**src/rtl/buffer_drain_if.sv**
```systemverilog
// buffer_drain_if: groups the buffer read port and the downstream valid/ready
// bus of buffer_drain. The master side is the drain controller itself; the
// slave side is the environment (word buffer plus downstream consumer).
interface buffer_drain_if #(
    parameter int bit_width = 16,
    parameter int cnt_width = 8
);
    logic                 empty;
    logic                 consume;
    logic [bit_width-1:0] fifo_data;
    logic [bit_width-2:0] out_data;
    logic                 out_valid;
    logic                 out_ready;
    logic [cnt_width-1:0] words_read;
    logic                 timeout;

    modport master (
        input  empty,
        input  fifo_data,
        input  out_ready,
        output consume,
        output out_data,
        output out_valid,
        output words_read,
        output timeout
    );

    modport slave (
        output empty,
        output fifo_data,
        output out_ready,
        input  consume,
        input  out_data,
        input  out_valid,
        input  words_read,
        input  timeout
    );
endinterface

```
**src/rtl/buffer_drain.sv**
```systemverilog
// buffer_drain: read-side controller for the dual-clock word buffer.
// Watches the buffer empty flag, issues one-cycle consume pulses, captures the
// returned word when its MSB valid flag is set and offers the payload on a
// valid/ready handshake. Only one request is ever outstanding.
// Optional feature: define BUFFER_DRAIN_TIMEOUT_EN to abandon a request after
// timeout_cycles WAIT cycles without a valid word (timeout pulses for one cycle).
module buffer_drain #(
    parameter int bit_width      = 16,
    parameter int cnt_width      = 8,
    parameter int timeout_cycles = 15
) (
    input  logic           clk,
    input  logic           rst,
    buffer_drain_if.master bus
);
    localparam logic [1:0] S_IDLE = 2'd0;
    localparam logic [1:0] S_REQ  = 2'd1;
    localparam logic [1:0] S_WAIT = 2'd2;
    localparam logic [1:0] S_HOLD = 2'd3;

    logic [1:0]           r_state;
    logic [1:0]           w_next_state;
    logic [bit_width-2:0] r_out_data;
    logic [cnt_width-1:0] r_words_read;
    logic                 w_word_valid;
    logic                 w_accept;
    logic                 w_expire;

    assign w_word_valid = bus.fifo_data[bit_width-1];
    assign w_accept     = (r_state == S_HOLD) && bus.out_ready;

`ifdef BUFFER_DRAIN_TIMEOUT_EN
    // Counter value at which the next empty WAIT cycle is the last one allowed.
    localparam logic [7:0] LP_WAIT_LAST = 8'(timeout_cycles - 1);

    logic [7:0] r_wait_cnt;
    logic       r_timeout;

    assign w_expire = (r_state == S_WAIT) && !w_word_valid && (r_wait_cnt == LP_WAIT_LAST);

    // Wait counter restarts on the REQ->WAIT edge; timeout is a registered pulse.
    always_ff @(posedge clk) begin
        if (rst) begin
            r_wait_cnt <= '0;
            r_timeout  <= 1'b0;
        end else begin
            r_timeout <= w_expire;
            if (r_state == S_REQ) begin
                r_wait_cnt <= '0;
            end else if ((r_state == S_WAIT) && !w_word_valid) begin
                r_wait_cnt <= r_wait_cnt + 8'd1;
            end
        end
    end

    assign bus.timeout = r_timeout;
`else
    // Without the timeout feature WAIT lasts until a valid word arrives.
    logic w_unused_timeout_cfg;

    assign w_expire             = 1'b0;
    assign w_unused_timeout_cfg = ^8'(timeout_cycles);
    assign bus.timeout          = 1'b0;
`endif

    // Next-state decode of the request/wait/hold sequence.
    always_comb begin
        // NOTE: assigning a default first keeps every path driven, so no latch is inferred.
        w_next_state = r_state;
        case (r_state)
            S_IDLE: begin
                if (!bus.empty) begin
                    w_next_state = S_REQ;
                end
            end
            S_REQ: begin
                w_next_state = S_WAIT;
            end
            S_WAIT: begin
                if (w_word_valid) begin
                    w_next_state = S_HOLD;
                end else if (w_expire) begin
                    w_next_state = S_IDLE;
                end
            end
            S_HOLD: begin
                if (bus.out_ready) begin
                    w_next_state = bus.empty ? S_IDLE : S_REQ;
                end
            end
            default: begin
                w_next_state = S_IDLE;
            end
        endcase
    end

    // State register; reset abandons any outstanding request or held word.
    always_ff @(posedge clk) begin
        // NOTE: sequential state uses non-blocking assignments so every register
        // samples pre-edge values regardless of block ordering.
        if (rst) begin
            r_state <= S_IDLE;
        end else begin
            r_state <= w_next_state;
        end
    end

    // Payload capture: only a valid word seen while waiting is taken.
    always_ff @(posedge clk) begin
        if (rst) begin
            r_out_data <= '0;
        end else if ((r_state == S_WAIT) && w_word_valid) begin
            r_out_data <= bus.fifo_data[bit_width-2:0];
        end
    end

    // Delivered-word counter, bumps on each accepted handshake and wraps silently.
    always_ff @(posedge clk) begin
        if (rst) begin
            r_words_read <= '0;
        end else if (w_accept) begin
            r_words_read <= r_words_read + cnt_width'(1);
        end
    end

    assign bus.consume    = (r_state == S_REQ);
    assign bus.out_valid  = (r_state == S_HOLD);
    assign bus.out_data   = r_out_data;
    assign bus.words_read = r_words_read;
endmodule

```
**src/flat_wrapper.sv**
```systemverilog
// flat-port wrapper written by rule: the top's interface ports become plain ports
module buffer_drain_flat 
#(
    parameter int bit_width      = 16,
    parameter int cnt_width      = 8,
    parameter int timeout_cycles = 15
)
  (clk, rst, bus_empty, bus_fifo_data, bus_out_ready, bus_consume, bus_out_data, bus_out_valid, bus_words_read, bus_timeout);
  buffer_drain_if #(.bit_width(bit_width), .cnt_width(cnt_width)) bus_i ();
  input  logic clk;
  input  logic rst;
  input wire logic [$bits(bus_i.empty)-1:0] bus_empty;
  input wire logic [$bits(bus_i.fifo_data)-1:0] bus_fifo_data;
  input wire logic [$bits(bus_i.out_ready)-1:0] bus_out_ready;
  output wire logic [$bits(bus_i.consume)-1:0] bus_consume;
  output wire logic [$bits(bus_i.out_data)-1:0] bus_out_data;
  output wire logic [$bits(bus_i.out_valid)-1:0] bus_out_valid;
  output wire logic [$bits(bus_i.words_read)-1:0] bus_words_read;
  output wire logic [$bits(bus_i.timeout)-1:0] bus_timeout;
  assign bus_i.empty = bus_empty;
  assign bus_i.fifo_data = bus_fifo_data;
  assign bus_i.out_ready = bus_out_ready;
  assign bus_consume = bus_i.consume;
  assign bus_out_data = bus_i.out_data;
  assign bus_out_valid = bus_i.out_valid;
  assign bus_words_read = bus_i.words_read;
  assign bus_timeout = bus_i.timeout;
  buffer_drain #(.bit_width(bit_width), .cnt_width(cnt_width), .timeout_cycles(timeout_cycles)) u_core (.clk(clk), .rst(rst), .bus(bus_i));
endmodule
```
**config.mk**
```make
export PLATFORM = sky130hd
export DESIGN_NAME = buffer_drain_flat
export DESIGN_NICKNAME = d
export VERILOG_FILES = /design/src/rtl/buffer_drain_if.sv /design/src/rtl/buffer_drain.sv /design/src/flat_wrapper.sv
export SDC_FILE = /design/constraint.sdc
export NUM_CORES = 1
export LEC_CHECK = 0
export ABC_AREA = 1
export BUFFER_PORTS_ARGS = -buffer_cell sky130_fd_sc_hd__buf_2
export CORE_ASPECT_RATIO = 1.5
export CORE_MARGIN = 3
export CORE_UTILIZATION = 45
export DETAILED_ROUTE_END_ITERATION = 7
export PLACE_DENSITY = 0.84
export SLEW_MARGIN = 40
export SYNTH_ARGS = -nofsm -noshare
export SYNTH_HDL_FRONTEND = slang
export SYNTH_SLANG_ARGS = --single-unit
```
**constraint.sdc**
```tcl
create_clock -name clk -period 2.8 [get_ports clk]
set_clock_uncertainty 0.1 [all_clocks]
set_input_delay 0.56 -clock clk [delete_from_list [all_inputs] [get_ports clk]]
set_output_delay 0.56 -clock clk [all_outputs]
set_load 0.03 [all_outputs]
```
# After elaboration in Yosys (flattened, before gate mapping)
# Cells that the tools add are included.
# word_totals
reg_bits	25
in_bits	20
output_inout_bits	26
word_cells	19
# classes
add_sub_neg	1
n_eq_ne	6
n_mux	5
reduce_logical	4
# op_table
cell	count
8-bit by 1-bit adder with 8-bit output (second input constant)	1
2-bit case mux with 4 select lines	1
2-bit 2-to-1 mux	3
2-bit inequality test (second input constant)	3
2-bit equality test (second input constant)	2
3-bit AND reduction	1
2-bit by 1-bit equality test with 1-bit output (second input constant)	1
1-bit logical AND	2
2-bit logical NOT	1
1-bit 2-to-1 mux	1

# Depth between registers and ports, before layout
# Gate-level depths: netlist of the first run.
# logic_depth
depth_word	3
mapped_depth	7
depth_no_buf	7

# Worst setup path before layout of the first run
# No wires, ideal clock.
# synth_path
path_type	register to output
start	register u_core.r_state[1]
end	output bus_consume
arrival_time_ns	0.756
required_ns	2.140
path_slack_ns	1.384
stages_incl_launch_ff	3
n_path_buf	0
path_cell_list	dfxtp_1 > inv_1 > ha_1
# synth_between
elab_chain_len	1
# synth_lines
item	line	rtl
start, declared	buffer_drain.sv:21	logic [1:0] r_state;
start signal, assigned	buffer_drain.sv:104	r_state <= w_next_state;
2-bit by 1-bit equality test with 1-bit output	buffer_drain.sv:126	assign bus.consume = (r_state == S_REQ);
end, declared	flat_wrapper.sv:15	output wire logic [$bits(bus_i.consume)-1:0] bus_consume;
# Every way passes these cells.

# Final worst setup path of the first run
# Ends and elaborated chain as after synthesis.

==> flow_summary_export.csv, run 1 <==
group,metric,value,unit
global_routing,gr-total-overflow,0,
drt,num_vias,1058,
finish,final_cells,215,
worst_setup_path,cp.required,2.14,ns
floorplanning,io_pins,46,
finish,diodes,0,
worst_setup_path,path_depth,3,
drt,drt_wl_total,2.29,mm
finish,syn_to_final_growth,22.1,%
floorplanning,die_h,66.9,um
logic_synthesis,yosys-top-cells-count,"nor2_1, dfxtp_1, nand2_1, o21ai_0, inv_1",
logic_synthesis,synth_cell_type_count,18,
worst_setup_path,r2r_cells,6,
worst_setup_path,max_stage_delay,0.45,ns
worst_setup_path,path_buf_inv,2,
min_path,min_path_cells,2,
worst_setup_path,cp_top_family,"flip-flops",
floorplanning,rows,21,
power,ir_worst_vdd,408,uV
worst_setup_path,crit_path_end_kind,"output pin",
cts,clk_latency,0.31,ns
logic_synthesis,yosysSeqAreaShare,45.0,%
timing,rsz0062_at_grt,"no",
logic_synthesis,syn_nets,176,
cts,cts_buffers,3,
drt,avgViaCountPerCell,4.92,
timing,max_clock_freq,525,MHz
cts,cts_hold_buf,0,
worst_setup_path,critPathKind,"flop to output pin",
placed_design,placed_area,0.00133,mm2
finish,drive_above_1_share,28.6,%
drt,drc_errors,0,
global_routing,grt_pass1_vias,954,
cts,cts_root_buffer,"clkbuf_4",
worst_setup_path,worstPathArrival,1.24,ns
finish,finalInstanceArea,0.00136,mm2
logic_synthesis,synth_top_area_cell,"dfxtp_1",
global_routing,antenna_found_initial,0,
logic_synthesis,yosys-top-cells-area,"dfxtp_1, nor2_1, ha_1, o21ai_0, nand2_1",
global_routing,grt_max_degree,24,
cts,ctsResizeCount,0,
cts,htree_levels,1,
power,p_per_area,753,mW/mm2
timing,min_period,1.90,ns
finish,final_util,59.3,%
timing,relSlewSlack,63.2,%
floorplanning,core_area,0.00229,mm2
placed_design,dp.cells,211,
logic_synthesis,yosysMostFrequentCell,"nor2_1",
worst_setup_path,cp-start-kind,"flop",
placed_design,gp_congestion,0.781,
logic_synthesis,synth_area_per_cell,7.46,um2
logic_synthesis,synth_top_area_share,45.0,%
placed_design,numPortBuffers,44,
timing,setup_viol,0,
logic_synthesis,synth_edf_count,0,
cts,clk_pin_slew,0.14,ns
worst_setup_path,cp_slowest_cell,"dfxtp_1",
timing,tightest_slew,0.551,ns
logic_synthesis,async_reset_ff_share,0,%
timing,fin_crit_sh,68.0,%
drt,drt_first_pass_iters,4,
global_routing,grt_pass1_wl,3.71,mm
floorplanning,fp.dieW,46.6,um
power,p_total,1.02,mW
cts,cts_buffer_depth,2,
cts,post_cts_buffers,0,
timing,fin_ws,0.895,ns
timing,maxSlewViolCount,0,
cts,cts_tree,"done",
drt,first_iter_violations,17,
finish,fin_nets,220,
logic_synthesis,synth_flop_cell,"dfxtp_1",
placed_design,dp_hpwl,1.87,mm
global_routing,grt_use_total,15.9,%
timing,final.setup.tns,0,ns
worst_setup_path,path_cells,"inv_1 > ha_1 > buf_2",
power,p_leak,0.685,nW
drt,wl_per_cell,10.7,um
cts,numClockSinks,25,
floorplanning,start_util,48.6,%
logic_synthesis,syn_area,0.00111,mm2
drt,drtAntennaViolNets,0,
timing,hold-worst-slack,0.307,ns
timing,hold_viol_final,0,
placed_design,dp_slack,1.00,ns
floorplanning,dieArea,0.00311,mm2
run,cap_violations,0,
min_path,hold_path_class,"input pin to flop",
logic_synthesis,synth_warnings,0,
worst_setup_path,cp_max_fo,6,
logic_synthesis,synthCells,149,
logic_synthesis,synth_seq_cells,25,
outcome,status,"completed",
[logic make-up after synthesis]
kind of cell    share of synthesized area [%]
buf+inv                                  6.87
flops                                    45.0
simple gates                             27.8
other cells                             0.338
compound gates                           12.0
fa+ha+maj                                7.88
[flip-flops by register name, summed over array words and instances (netlist names)]
signal / flops
u_core.bus.words_read: 8
u_core.r_state: 2
u_core.bus.out_data: 15
[where the power goes]
group | switching [mW] | total [mW] | internal, mW
clock | 0.107 | 0.161 | 0.0534
sequential | 0.0445 | 0.461 | 0.416
combinational | 0.270 | 0.399 | 0.129
[worst paths after layout]
path,from,end,slack (ns)
max reg2reg,u_core.r_state[0],u_core.bus.out_data[14],0.99
max,u_core.r_state[1],bus_consume,0.90
min,rst,u_core.r_state[1],0.31
min reg2reg,u_core.bus.out_data[0],u_core.bus.out_data[0],0.39
[metal layers]
layer	part of all wire [%]	track usage, %	vias to the layer above	wire length (um)
met5	0	0	-	0
met4	2.3	8.54	0	53
met3	5.9	4.05	8	135
met2	54	27.4	29	1240
met1	38	16.7	468	866
li1	-	-	553	-
[layout by cell type, fill, tap and decap left out]
cell,synthesis,layout
a21oi_1,8,8
buf_2,1,44
nand3_1,6,6
nand2_1,22,22
o21ai_0,17,17
ha_1,7,7
nor2_2,2,2
clkinv_2,0,1
conb_1,1,1
clkbuf_4,0,3
nor2_4,1,1
dfxtp_1,25,25
inv_1,12,12
nor2_1,39,39
nand3_2,2,2
a21oi_2,1,1
nand2_2,1,1
[final cells by class]
type | instances | area (um2)
fill | 215 | 930
multi-input combinational | 107 | 534
sequential | 25 | 500
timing repair buffer | 44 | 220
inverter | 12 | 45.0
tap | 23 | 28.8
clock buffer | 3 | 22.5
clock inverter | 1 | 5.00
No activity file was read; power rests on OpenSTA's default activity.
==> run 2, diff against run 1 <==
--- a/config.mk
+++ b/config.mk
@@ -5,7 +5,7 @@
 export SDC_FILE = /design/constraint.sdc
 export NUM_CORES = 1
 export LEC_CHECK = 0
-export ABC_AREA = 1
+export ABC_AREA = 0
 export BUFFER_PORTS_ARGS = -buffer_cell sky130_fd_sc_hd__buf_2
 export CORE_ASPECT_RATIO = 1.5
 export CORE_MARGIN = 3
==> constraint.sdc (replaced) <==
create_clock -name clk -period 1.9 [get_ports clk]
set_clock_uncertainty 0.1 [all_clocks]
set_input_delay 0.38 -clock clk [delete_from_list [all_inputs] [get_ports clk]]
set_output_delay 0.38 -clock clk [all_outputs]
set_load 0.03 [all_outputs]
==> flow_summary_export.csv, run 2 <==
group,metric,value,unit
logic_synthesis,yosys-top-cells-count,"nand2_1, dfxtp_1, a21oi_1, ha_1",
floorplanning,dieArea,0.00303,mm2
logic_synthesis,synth_cell_type_count,27,
worst_setup_path,cp_top_family,"simple AND/OR/NAND/NOR gates",
min_path,hold_start,"bus_fifo_data[1]",
finish,multi_input_area,528,um2
worst_setup_path,critPathKind,"flop to flop",
cts,cts_buffer_depth,2,
global_routing,gr-total-overflow,0,
global_routing,grt_max_degree,26,
cts,cts_root_buffer,"clkbuf_4",
worst_setup_path,timing.rr.end,"u_core.bus.words_read[5]",
power,p_leak,0.586,nW
cts,post_cts_buffers,0,
finish,fin_nets,200,
timing,tightest_slew,0.501,ns
worst_setup_path,crit_path_end_kind,"flop",
drt,drt_first_pass_iters,4,
logic_synthesis,synth_edf_count,0,
floorplanning,io_pins,46,
finish,final_util,58.7,%
logic_synthesis,synth_top_area_cell,"dfxtp_1",
logic_synthesis,synth_top_area_share,46.4,%
power,ir_worst_vdd,593,uV
finish,num-fill-cells,212,
placed_design,gp_congestion,0.805,
timing,max_clock_freq,583,MHz
floorplanning,die_h,66.0,um
finish,syn_to_final_growth,23.0,%
worst_setup_path,cp_slowest_cell,"or4_1",
timing,maxSlewViolCount,0,
drt,drtAntennaViolNets,0,
outcome,status,"completed",
logic_synthesis,synth_flop_cell,"dfxtp_1",
min_path,whs_endpoint,"u_core.bus.out_data[1]",
floorplanning,start_util,47.7,%
drt,first_iter_violations,14,
timing,fin_crit_sh,90.3,%
logic_synthesis,synth_warnings,0,
power,p_per_area,971,mW/mm2
logic_synthesis,yosysMostFrequentCell,"nand2_1",
floorplanning,core_area,0.00226,mm2
global_routing,grt_pass1_vias,951,
logic_synthesis,synthCells,131,
floorplanning,fp.dieW,46.0,um
worst_setup_path,path_cells,"ha_1 > nand4_2 > or4_1 > a21oi_1",
logic_synthesis,syn_nets,158,
logic_synthesis,yosys-top-cells-area,"dfxtp_1, nand2_1, a21oi_1, ha_1, clkbuf_1",
global_routing,antenna_found_initial,0,
worst_setup_path,cp_max_fo,6,
worst_setup_path,max_stage_delay,0.49,ns
cts,htree_levels,1,
timing,setup_viol,0,
finish,final_common_cell,"buf_2",
min_path,min_path_cells,3,
worst_setup_path,path_buf_inv,0,
placed_design,numPortBuffers,44,
logic_synthesis,syn_area,0.00108,mm2
cts,cts_hold_buf,0,
min_path,hold_path_class,"input pin to flop",
logic_synthesis,synth_area_per_cell,8.23,um2
timing,rsz0062_at_grt,"no",
worst_setup_path,reg2reg_slack,0.18,ns
global_routing,grt_use_total,16.9,%
drt,num_vias,1044,
logic_synthesis,synth_seq_cells,25,
drt,wl_per_cell,12.2,um
drt,drt_wl_total,2.39,mm
drt,avgViaCountPerCell,5.35,
finish,largest_register_ff_count,15,
timing,min_period,1.72,ns
placed_design,dp_hpwl,1.89,mm
timing,final.setup.tns,0,ns
cts,numClockSinks,25,
finish,drive_above_1_share,29.7,%
finish,diodes,0,
worst_setup_path,r2r_start,"u_core.r_state[1]",
logic_synthesis,yosysSeqAreaShare,46.4,%
cts,cts_buffers,3,
floorplanning,rows,21,
cts,ctsResizeCount,0,
worst_setup_path,worstPathArrival,1.87,ns
global_routing,grt_pass1_wl,3.94,mm
timing,relSlewSlack,66.6,%
worst_setup_path,r2r_cells,4,
run,cap_violations,0,
drt,drc_errors,0,
cts,clk_pin_slew,0.14,ns
finish,final_cell_mix,"buf_2, nand2_1, dfxtp_1, a21oi_1, ha_1",
worst_setup_path,cp.required,2.05,ns
timing,hold_viol_final,0,
cts,clk_latency,0.31,ns
cts,cts_tree,"done",
finish,ff_latch_area,500,um2
logic_synthesis,async_reset_ff_share,0,%
worst_setup_path,cp-start-kind,"flop",
-- run 2: cell count changes after synthesis, sizes merged, moves of 5 or more --
cell and delta:
nor2 -40, o21ai -14, a21oi +13, nand2 +12, inv -7, nand3 -5
-- run 2: area by class of cell --
| type | instances | area share [%] |
|---|---|---|
| sequential | 25 | 37.7 |
| inverter | 5 | 1.42 |
| clock inverter | 1 | 0.566 |
| multi-input combinational | 94 | 39.8 |
| timing repair buffer | 44 | 16.6 |
| clock buffer | 3 | 1.70 |
| tap | 23 | 2.17 |
-- run 2: worst register-to-register path: cells and delay by family (launching register included) --
family / cells / cell delay, ns
and+or+nand+nor: 2 / 0.67
DFF: 1 / 0.43
adders and majority gates: 1 / 0.30
AOI/OAI and AO/OA: 1 / 0.15
-- run 2: worst max path at each step --
stage                          endpoint  slack (ns)              start  cells after the start
2_1_floorplan  u_core.bus.words_read[7]        0.34  u_core.r_state[1]                      4
3_3_place_gp   u_core.bus.words_read[7]        0.30  u_core.r_state[1]                      4
3_5_place_dp   u_core.bus.words_read[5]        0.22  u_core.r_state[1]                      4
4_1_cts                     bus_consume        0.18  u_core.r_state[1]                      3
5_1_grt        u_core.bus.words_read[5]        0.05  u_core.r_state[1]                      4
6_report       u_core.bus.words_read[5]        0.18  u_core.r_state[1]                      4
-- run 2: power by group --
group / internal [mW] / switching [mW]
logic: 0.142 / 0.286
registers: 0.580 / 0.0445
clock network: 0.0801 / 0.155
total: 0.802 / 0.486
-- run 2: per-layer routing --
| metal | vias to the layer above | GRT usage (%) | part of all wire (%) |
|---|---|---|---|
| met1 | 485 | 19.5 | 37 |
| met5 | - | 0 | 0 |
| li1 | 526 | - | - |
| met3 | 6 | 2.45 | 4.9 |
| met2 | 27 | 29.8 | 56 |
| met4 | 0 | 6.41 | 1.6 |
-- run 2: kinds of logic (layout without fill, tap and decap cells) --
group / after synthesis / count (layout) / synth area share [%]
AOI/OAI and AO/OA: 31 / 31 / 16.1
xor gates and xnor gates: 2 / 2 / 1.62
adders and majority gates: 7 / 7 / 8.12
buffers and inverters: 12 / 53 / 4.64
DFF: 25 / 25 / 46.4
other: 1 / 1 / 0.348
and+or+nand+nor: 53 / 53 / 22.7
-- run 2: stage by stage --
stage / cells / power (mW) / instance area (um2) / setup slack, ns / hold WS [ns]
finish: 195 / 1.29 / 1330 / 0.184 / 0.192
global route: 195 / 1.38 / 1330 / 0.0468 / 0.174
CTS: 195 / 1.31 / 1330 / 0.180 / 0.179
detailed placement: 191 / 1.07 / 1300 / 0.223 / 0.346
global placement: 191 / 1.04 / 1300 / 0.301 / 0.340
floorplan: 131 / 0.957 / 1080 / 0.344 / 0.416
==> run 3, diff against run 2 <==
--- a/config.mk
+++ b/config.mk
@@ -10,6 +10,7 @@
 export CORE_ASPECT_RATIO = 1.5
 export CORE_MARGIN = 3
 export CORE_UTILIZATION = 45
+export CTS_BUF_LIST = sky130_fd_sc_hd__clkbuf_2
 export DETAILED_ROUTE_END_ITERATION = 7
 export PLACE_DENSITY = 0.84
 export SLEW_MARGIN = 40
==> flow_summary_export.csv, run 3 (synthesis results as in run 2) <==
group,metric,value,unit
global_routing,grt_pass1_vias,956,
worst_setup_path,cp-start-kind,"flop",
global_routing,antenna_found_initial,0,
drt,num_vias,1041,
timing,final.setup.tns,0,ns
worst_setup_path,worstPathArrival,1.30,ns
global_routing,gr-total-overflow,0,
global_routing,busiest_layer,"met2",
worst_setup_path,reg2reg_slack,0.17,ns
finish,drive_above_1_share,29.7,%
global_routing,grt_pass1_wl,4.04,mm
finish,fin_nets,200,
worst_setup_path,max_stage_delay,0.46,ns
cts,clk_latency,0.36,ns
cts,cts_root_buffer,"clkbuf_2",
finish,final_cell_mix,"buf_2, nand2_1, dfxtp_1, a21oi_1, ha_1",
power,p_per_area,966,mW/mm2
timing,min_period,1.78,ns
timing,tightest_slew,0.507,ns
finish,finalInstanceArea,0.00132,mm2
cts,cts_tree,"done",
cts,cts_buffers,3,
floorplanning,rows,21,
drt,wl_per_cell,12.5,um
drt,drc_errors,0,
worst_setup_path,critPathKind,"flop to output pin",
floorplanning,die_h,66.0,um
worst_setup_path,cp.required,1.42,ns
floorplanning,dieArea,0.00303,mm2
placed_design,dp_hpwl,1.89,mm
finish,diodes,0,
drt,first_iter_violations,20,
cts,htree_levels,1,
timing,hold_viol_final,0,
floorplanning,core_area,0.00226,mm2
floorplanning,io_pins,46,
global_routing,grt_use_total,17.7,%
worst_setup_path,path_cells,"inv_1 > ha_1 > buf_2",
finish,num-fill-cells,210,
global_routing,grt_util_met2,30.3,%
run,cap_violations,0,
min_path,hold_path_class,"input pin to flop",
power,p_leak,0.585,nW
timing,maxSlewViolCount,0,
global_routing,use_met3,2.45,%
drt,drt_first_pass_iters,4,
floorplanning,fp.dieW,46.0,um
drt,drt_wl_total,2.43,mm
timing,max_clock_freq,562,MHz
drt,drtAntennaViolNets,0,
floorplanning,start_util,47.7,%
cts,post_cts_buffers,0,
finish,syn_to_final_growth,22.3,%
placed_design,gp_congestion,0.805,
global_routing,grt_max_degree,26,
cts,clk_pin_slew,0.24,ns
timing,relSlewSlack,66.2,%
power,ir_worst_vdd,503,uV
cts,cts_hold_buf,0,
worst_setup_path,crit_path_end_kind,"output pin",
placed_design,placed_area,0.00130,mm2
worst_setup_path,cp_slowest_cell,"dfxtp_1",
finish,largest_register_ff_count,15,
cts,ctsResizeCount,0,
finish,final_common_cell,"buf_2",
timing,fin_crit_sh,93.6,%
cts,numClockSinks,25,
outcome,status,"completed",
timing,rsz0062_at_grt,"no",
timing,setup_viol,0,
global_routing,grt_util_met1,20.3,%
placed_design,numPortBuffers,44,
worst_setup_path,cp_max_fo,5,
cts,cts_buffer_depth,2,
drt,avgViaCountPerCell,5.34,
run 3: cell types whose count changed in the layout (fill, tap and decap cells not counted):
cell | before | now
clkbuf_4 | 3 | 0
clkbuf_2 | 0 | 3
run 3: final timing paths:
kind	from	to	cells past startpoint
min reg2reg	u_core.bus.out_data[0]	u_core.bus.out_data[0]	2
min	bus_fifo_data[11]	u_core.bus.out_data[11]	3
max	u_core.r_state[1]	bus_consume	3
max reg2reg	u_core.r_state[1]	u_core.bus.words_read[5]	4
run 3: metal layers:
metal  part of all wire [%]  up-vias
li1                       -      523
met1                     37      479
met2                     56       32
met3                    5.1        7
met4                    2.5        0
met5                      0        -
run 3: critical path: cells and delay by family, from the launching register on:
| family | cells | cell delay [ns] |
|---|---|---|
| buffers and inverters | 2 | 0.29 |
| adders and majority gates | 1 | 0.19 |
| DFF | 1 | 0.46 |
run 3: final cells by class:
cell class,instances,area [um2],share of cell area [%]
clock buffers,3,15.0,1.14
clock inverters,1,7.51,0.569
inverters,5,18.8,1.42
multi-input cells,94,528,40.0
flip-flops and latches,25,500,38.0
well taps,23,28.8,2.18
repair buffers,44,220,16.7
run 3: power breakdown:
group	leakage [nW]	switching, mW	internal [mW]
registers	0.202	0.0439	0.581
logic	0.370	0.289	0.143
clock network	0.0126	0.168	0.0488
total	0.585	0.501	0.772
run 3: through the flow:
stage	worst slack [ns]	hold slack, ns	cells	power, mW	utilization [%]
CTS	0.104	0.105	195	1.28	58.4
global route	0.00494	0.0721	195	1.36	58.4
finish	0.122	0.115	195	1.27	58.4
global placement	0.301	0.340	191	1.04	57.4
detailed placement	0.223	0.346	191	1.07	57.4
floorplan	0.344	0.416	131	0.957	-
